===== src/rtl/and_or_sweep_ctrl.sv =====
// Exhaustive 4-input sweep controller for an AND_OR datapath: drives all 16 vectors,
// checks each result and reports a pass/fail summary. Optional: AND_OR_SWEEP_STOP_ON_FAIL_EN.
module and_or_sweep_ctrl #(
  parameter int unsigned SETTLE_CYCLES = 2
) (
  input  logic       clk,
  input  logic       rst_n,
  input  logic       start,
  input  logic       abort,
  output logic [3:0] dut_in,
  input  logic       dut_out,
  output logic       busy,
  output logic       done,
  output logic       pass,
  output logic [4:0] err_cnt,
  output logic [3:0] first_fail_vec
);

  typedef enum logic [1:0] {
    IDLE   = 2'd0,
    SETTLE = 2'd1,
    CHECK  = 2'd2,
    DONE   = 2'd3
  } state_e;

  // Counter counts down from SETTLE_CYCLES-1 to 0, giving exactly SETTLE_CYCLES cycles.
  localparam logic [3:0] SettleLoad = 4'(SETTLE_CYCLES - 1);

  state_e     state_q, state_d;
  logic [3:0] vec_q, vec_d;
  logic [4:0] err_q, err_d;
  logic [3:0] ffv_q, ffv_d;
  logic       fail_q, fail_d;
  logic [3:0] settle_q, settle_d;

  logic       expected;
  logic       mismatch;
  logic       stop_sweep;

  assign expected = (vec_q[3] & vec_q[2]) | (vec_q[1] & vec_q[0]);
  assign mismatch = (dut_out != expected);

`ifdef AND_OR_SWEEP_STOP_ON_FAIL_EN
  assign stop_sweep = mismatch || (vec_q == 4'd15);
`else
  assign stop_sweep = (vec_q == 4'd15);
`endif

  always_ff @(posedge clk or negedge rst_n) begin
    if (!rst_n) begin
      state_q  <= IDLE;
      vec_q    <= 4'd0;
      err_q    <= 5'd0;
      ffv_q    <= 4'd0;
      fail_q   <= 1'b0;
      settle_q <= 4'd0;
    end else begin
      state_q  <= state_d;
      vec_q    <= vec_d;
      err_q    <= err_d;
      ffv_q    <= ffv_d;
      fail_q   <= fail_d;
      settle_q <= settle_d;
    end
  end

  always_comb begin
    state_d  = state_q;
    vec_d    = vec_q;
    err_d    = err_q;
    ffv_d    = ffv_q;
    fail_d   = fail_q;
    settle_d = settle_q;

    unique case (state_q)
      IDLE, DONE: begin
        // Abort outranks start, so a simultaneous abort swallows the request.
        if (start && !abort) begin
          state_d  = SETTLE;
          vec_d    = 4'd0;
          err_d    = 5'd0;
          ffv_d    = 4'd0;
          fail_d   = 1'b0;
          settle_d = SettleLoad;
        end
      end

      SETTLE: begin
        if (abort) begin
          state_d  = IDLE;
          vec_d    = 4'd0;
          settle_d = 4'd0;
        end else if (settle_q == 4'd0) begin
          state_d = CHECK;
        end else begin
          settle_d = settle_q - 4'd1;
        end
      end

      CHECK: begin
        if (abort) begin
          state_d  = IDLE;
          vec_d    = 4'd0;
          settle_d = 4'd0;
        end else begin
          if (mismatch) begin
            if (err_q != 5'd16) err_d = err_q + 5'd1;
            if (!fail_q) ffv_d = vec_q;
            fail_d = 1'b1;
          end
          if (stop_sweep) begin
            state_d = DONE;
          end else begin
            state_d  = SETTLE;
            vec_d    = vec_q + 4'd1;
            settle_d = SettleLoad;
          end
        end
      end

      default: state_d = IDLE;
    endcase
  end

  always_comb begin
    busy = (state_q == SETTLE) || (state_q == CHECK);
    done = (state_q == DONE);
    pass = (state_q == DONE) && (err_q == 5'd0);
  end

  assign dut_in         = vec_q;
  assign err_cnt        = err_q;
  assign first_fail_vec = ffv_q;

endmodule


===== config.mk =====
export PLATFORM = sky130hd
export DESIGN_NAME = and_or_sweep_ctrl
export DESIGN_NICKNAME = d
export VERILOG_FILES = /design/src/rtl/and_or_sweep_ctrl.sv
export SDC_FILE = /design/constraint.sdc
export NUM_CORES = 1
export LEC_CHECK = 0
export ABC_AREA = 1
export BUFFER_PORTS_ARGS = -buffer_cell sky130_fd_sc_hd__buf_2
export CORE_ASPECT_RATIO = 2
export CORE_MARGIN = 8
export CORE_UTILIZATION = 50
export DETAILED_ROUTE_END_ITERATION = 12
export PLACE_DENSITY_LB_ADDON = 0.25
export SYNTH_ARGS = -nofsm -noshare
export SYNTH_HDL_FRONTEND = slang
export SYNTH_SLANG_ARGS = --single-unit

===== constraint.sdc =====
create_clock -name clk -period 1.5 [get_ports clk]
set_input_delay 0.15 -clock clk [delete_from_list [all_inputs] [get_ports clk]]
set_output_delay 0.15 -clock clk [all_outputs]
set_load 0.05 [all_outputs]

[Word-level counts from Yosys, hierarchy flattened]
Index checks and enable logic that the tools add are counted.
Word-level totals
  register bits after elaboration: 20
  RAM bits: 0
  output and inout bits: 16
  logic and storage cells: 72
  bits in read-only memories: 0
  memories kept: 0
  latch bits: 0
Operators by class
  reductions and logical operators: 15
  multiply operators: 0
  bitwise gates (word level): 3
  $lt $le $gt $ge: 0
  shifts and indexed selects: 0
  div/mod/pow operators: 0
  add/sub/neg operators: 3
  multiplexer cells: 30
  eq/ne operators: 15
Operators with widths (count)
  $mux 4: 12
  $pmux 4 s3: 2
  $mux 5: 4
  $ne 2x2->1 const B: 6
  $mux 2: 5
  $pmux 5 s2: 1
  $reduce_and 5->1: 2
  $ne 3x3->1 const B: 3
  $pmux 4 s2: 1
  $pmux 2 s3: 1
  $reduce_and 3->1: 2
  $add 5x1->5 const B: 1
  $logic_not 5->1: 1
  $ne 5x5->1 const B: 1
  $add 4x1->4 const B: 1
  $eq 2x2->1 const B: 2
  $eq 4x4->1 const B: 1
  $logic_not 4->1: 1
  $reduce_and 4->1: 1
  $sub 4x1->4 const B: 1
  $mux 1: 3
  $and 1x1->1: 2
  $eq 2x1->1 const B: 1
  $logic_and 1x1->1: 2
  other kinds (9): 9

[Depth between registers and ports, before layout]
  depth in word-level cells: 6
  mapped depth: 10

[Least setup slack after synthesis]
No wires, ideal clock.
  path type: register to output
  start: register state_q[0]
  end: output pass
  arrival: 1.649 ns
  stages on the path, launching flop included: 4
  path buffers: 0
  setup slack: -0.299 ns
  path through: dfrtp_1 > ha_1 > nand2_1 > nor2_1
On the way
  word-level cells in the longest chain between the ends: 2
RTL lines
  start: declaration: RTL line 29  | state_e state_q, state_d;
  start signal: assignment: RTL line 58  | state_q <= state_d;
  $eq 2x2->1
  via done: RTL line 13  | output logic done,
  $logic_and 1x1->1: RTL line 128  | pass = (state_q == DONE) && (err_q == 5'd0);
  end: declaration: RTL line 14  | output logic pass,
The timed path passes the listed nets, and every way through them passes these cells.

[Final worst setup path]
  start: register state_q[0]
  end: register settle_q[3]
On the way
  word-level cells in the longest chain between the ends: 4
  elaborated cells between the ends (all ways): 10
  classes of those cells: eq/ne (6); mux (1); reduce/logical (3)
RTL lines
  $eq 2x2->1 or $logic_not 2->1 (tied branches): RTL line 75  | unique case (state_q)
  $reduce_or 2->1: RTL line 75
  $ne 2x2->1 (no line)
  $reduce_and 3->1 (no line)
  end signal: assignment: RTL line 63  | settle_q <= settle_d;
  end: declaration: RTL line 34  | logic [3:0] settle_q, settle_d;
Parallel ways exist; a longest one is shown, timed or not.
A chain may end at the register's enable or synchronous reset.

==> flow_metrics.env <==
export IMPL_finalCriticalPeriod_ns=1.49
export IMPL_area_growth_pct=27.8
export IMPL_grt_pass1_vias=1351
export IMPL_antennaDiodeCount=0
export IMPL_final_nets=228
export IMPL_grtUsageTotal_pct=16.4
export IMPL_grt_pass1_wl_um=5850
export IMPL_yosys_warnings=0
export IMPL_critical_path_class="flip-flop to flip-flop"
export IMPL_gp_congestion=0.890
export IMPL_synth_top_area_share_pct=37.6
export IMPL_fin_crit_sh_pct=99.1
export IMPL_worstPathMaxFanout=5
export IMPL_ant_nets=0
export IMPL_slew_violations=0
export IMPL_ir_worst_vdd_v=0.00151
export IMPL_clk_latency_ns=0.26
export IMPL_critical_path_buf_inv_count=1
export IMPL_final_cells=241
export IMPL_via_per_inst=5.49
export IMPL_die_h_um=89.0
export IMPL_top_usage_layer="met2"
export IMPL_avgRoutedWirePerCell_um=15.2
export IMPL_setup_slack_ns=0.0139
export IMPL_min_from="abort"
export IMPL_worstPathArrival_ns=1.63
export IMPL_cts_tree="built"
export IMPL_synth_seq_area_share_pct=37.6
export IMPL_synth_edf_count=0
export IMPL_crit_path_end_kind="flip-flop"
export IMPL_r2r_end="settle_q[3]$_DFFE_PN0P_"
export IMPL_skew_ns=0.00215
export IMPL_clk_pin_slew_ns=0.08
export IMPL_finalCoreUtilization_pct=67.1
export IMPL_die_area_um2=4670
export IMPL_clock_fmax_mhz=673
export IMPL_worstReg2RegStart="state_q[0]$_DFFE_PN0P_"
export IMPL_grt_use_met2_pct=32.5
export IMPL_num_fill_cells=221
export IMPL_synthTopCellsByArea="dfrtp_1, nand2_1, ha_1"
export IMPL_grt_max_degree=21
export IMPL_critPathTopFamily="flip-flops"
export IMPL_holdPathEnd="dut_in[1]$_DFFE_PN0P_"
export IMPL_rows=26
export IMPL_cts_sinks=20
export IMPL_whs_ns=0.235
export IMPL_fp_coreArea_um2=2540
export IMPL_htreeDepth=1
export IMPL_yosysMostFrequentCell="nand2_1"
export IMPL_ys_dominant_reg_cell="dfrtp_1"
export IMPL_clock_path_buffers=2
export IMPL_power_leakage_nw=0.882
export IMPL_critical_path_max_stage_delay_ns=0.38
export IMPL_grt_use_met3_pct=3.00
export IMPL_setup_violations=0
export IMPL_worst_pin_slew_ns=0.475
export IMPL_synth_top_cell_by_area="dfrtp_1"
export IMPL_drive_gt1_share_pct=32.9
export IMPL_ys_seq_elements=20
export IMPL_antenna_found_initial=0
export IMPL_worstPathRequired_ns=1.65
export IMPL_drt_iter0_drc=47
export IMPL_dr_pass1_iters=4
export IMPL_rsz0062_at_grt="true"
export IMPL_hold_depth=4
export IMPL_cp_start_kind="flip-flop"
export IMPL_crit_chain="buf_4 -> ha_1 -> nand2_2 -> nor2_4 -> o21ai_0 -> nand2_1"
export IMPL_io_pins=21
export IMPL_power_density_nw_per_um2=1690
export IMPL_drt_wl_total_um=3670
export IMPL_status="finished, final reports clean"
export IMPL_dp_cells=229
export IMPL_die_w_um=52.5
export IMPL_hold_viol=0
export IMPL_syn_avg_cell_area_um2=7.53
export IMPL_preCtsSetupSlack_ns=0.0110
export IMPL_ff2ff_path_depth=6
export IMPL_total_power_mw=2.87
export IMPL_portBuffers=20
export IMPL_grt_util_met1_pct=13.6
export IMPL_slowest_stage="dfrtp_1"
export IMPL_yosysUniqueCellTypes=25
export IMPL_via_count=1322
export IMPL_hpwl_um=2750
export IMPL_yosys_top_cells_count="nand2_1, dfrtp_1, inv_1, nand3_1, nor2_1"
export IMPL_hold_path_class="input pin to flip-flop"
export IMPL_slew_headroom_pct=68.4
export IMPL_gr_total_overflow=0
export IMPL_reg2reg_slack_ns=0.01
export IMPL_cts_root_buffer="clkbuf_8"
export IMPL_cts_buffers=3
export IMPL_synth_cells=177
export IMPL_initial_core_util_pct=52.5
export IMPL_drv_cap=0
export IMPL_drc=0
export IMPL_async_flop_share_pct=100
export IMPL_syn_nets=191
export IMPL_syn_area_um2=1330
## kinds of logic after synthesis
logic type | share of synthesized area [%]
and+or+nand+nor | 40.6
buffers and inverters | 7.42
DFF | 37.6
AOI/OAI and AO/OA | 5.35
adders and majority gates | 8.45
xor gates and xnor gates | 0.657
## timing repair
| item | 4_1_cts | 5_1_grt |
|---|---|---|
| gates cloned | 0 | 1 |
| pin swaps | 2 | 4 |
| gates resized for setup | 6 | 13 |
| endpoints found under the setup margin | 3 | 16 |
| buffers inserted | 2 | 4 |
| hold buffers | 1 | 0 |
| hold endpoints to repair | 20 | 0 |
## worst register-to-register path, cell delays in order (launching register included)
cell	delay [ns]
dfrtp_1	0.38
buf_4	0.15
ha_1	0.25
nand2_2	0.17
nor2_4	0.07
o21ai_0	0.26
nand2_1	0.10
## power by group
group	internal, mW	switching, mW
Clock	0.190	0.190
Sequential	0.641	0.0742
Combinational	0.652	1.12
## cell usage in the layout (no fill, tap or decap), drive strengths merged
cell type    Yosys  final
clkinvlp         0      1
nand3b           6      6
a21oi            2      2
nor3             3      3
inv             22     21
clkbuf           0      4
buf              2     32
dfrtp           20     20
o21ai           10     10
or2              3      3
dlygate4sd3      0      1
ha               9      9
o211ai           1      1
nand4            3      3
nor2            17     17
nand2           61     62
nand3           17     17
xnor2            1      1
## worst max path at each step
| stage | cells past startpoint | from | end |
|---|---|---|---|
| 6_report | 6 | state_q[0]$_DFFE_PN0P_ | settle_q[3]$_DFFE_PN0P_ |
| 5_1_grt | 6 | state_q[0]$_DFFE_PN0P_ | dut_in[2]$_DFFE_PN0P_ |
| 4_1_cts | 7 | state_q[0]$_DFFE_PN0P_ | settle_q[1]$_DFFE_PN0P_ |
| 3_5_place_dp | 7 | state_q[0]$_DFFE_PN0P_ | settle_q[1]$_DFFE_PN0P_ |
| 3_3_place_gp | 8 | state_q[0]$_DFFE_PN0P_ | err_cnt[0]$_DFFE_PN0P_ |
| 2_1_floorplan | 3 | state_q[0]$_DFFE_PN0P_ | pass |
## final cells by class
class	instances	area, um2	area share, %
tap	28	35.0	2.06
timing repair buffer	33	216	12.7
sequential	20	508	29.8
inverter	22	86.3	5.07
clock buffer	4	45.0	2.65
multi-input combinational	134	812	47.7
## flip-flops by register name, indices dropped and copies added (netlist names)
register and count:
dut_in 4, err_cnt 5, first_fail_vec 4, state_q 2, fail_q 1, settle_q 4
## routing by layer
metal  share of wire, %  up-vias
met1                 32      625
met3                4.7       18
met4                5.2        0
met5                  0        -
li1                   -      634
met2                 58       45
## stage by stage
step	cell area, um2	TNS [ns]
3_3_place_gp	1520	0
4_1_cts	1610	0
3_5_place_dp	1520	0
5_1_grt	1700	-0.104
6_report	1700	0
2_1_floorplan	1360	-0.00339
Power figures use the tool's default switching activity.
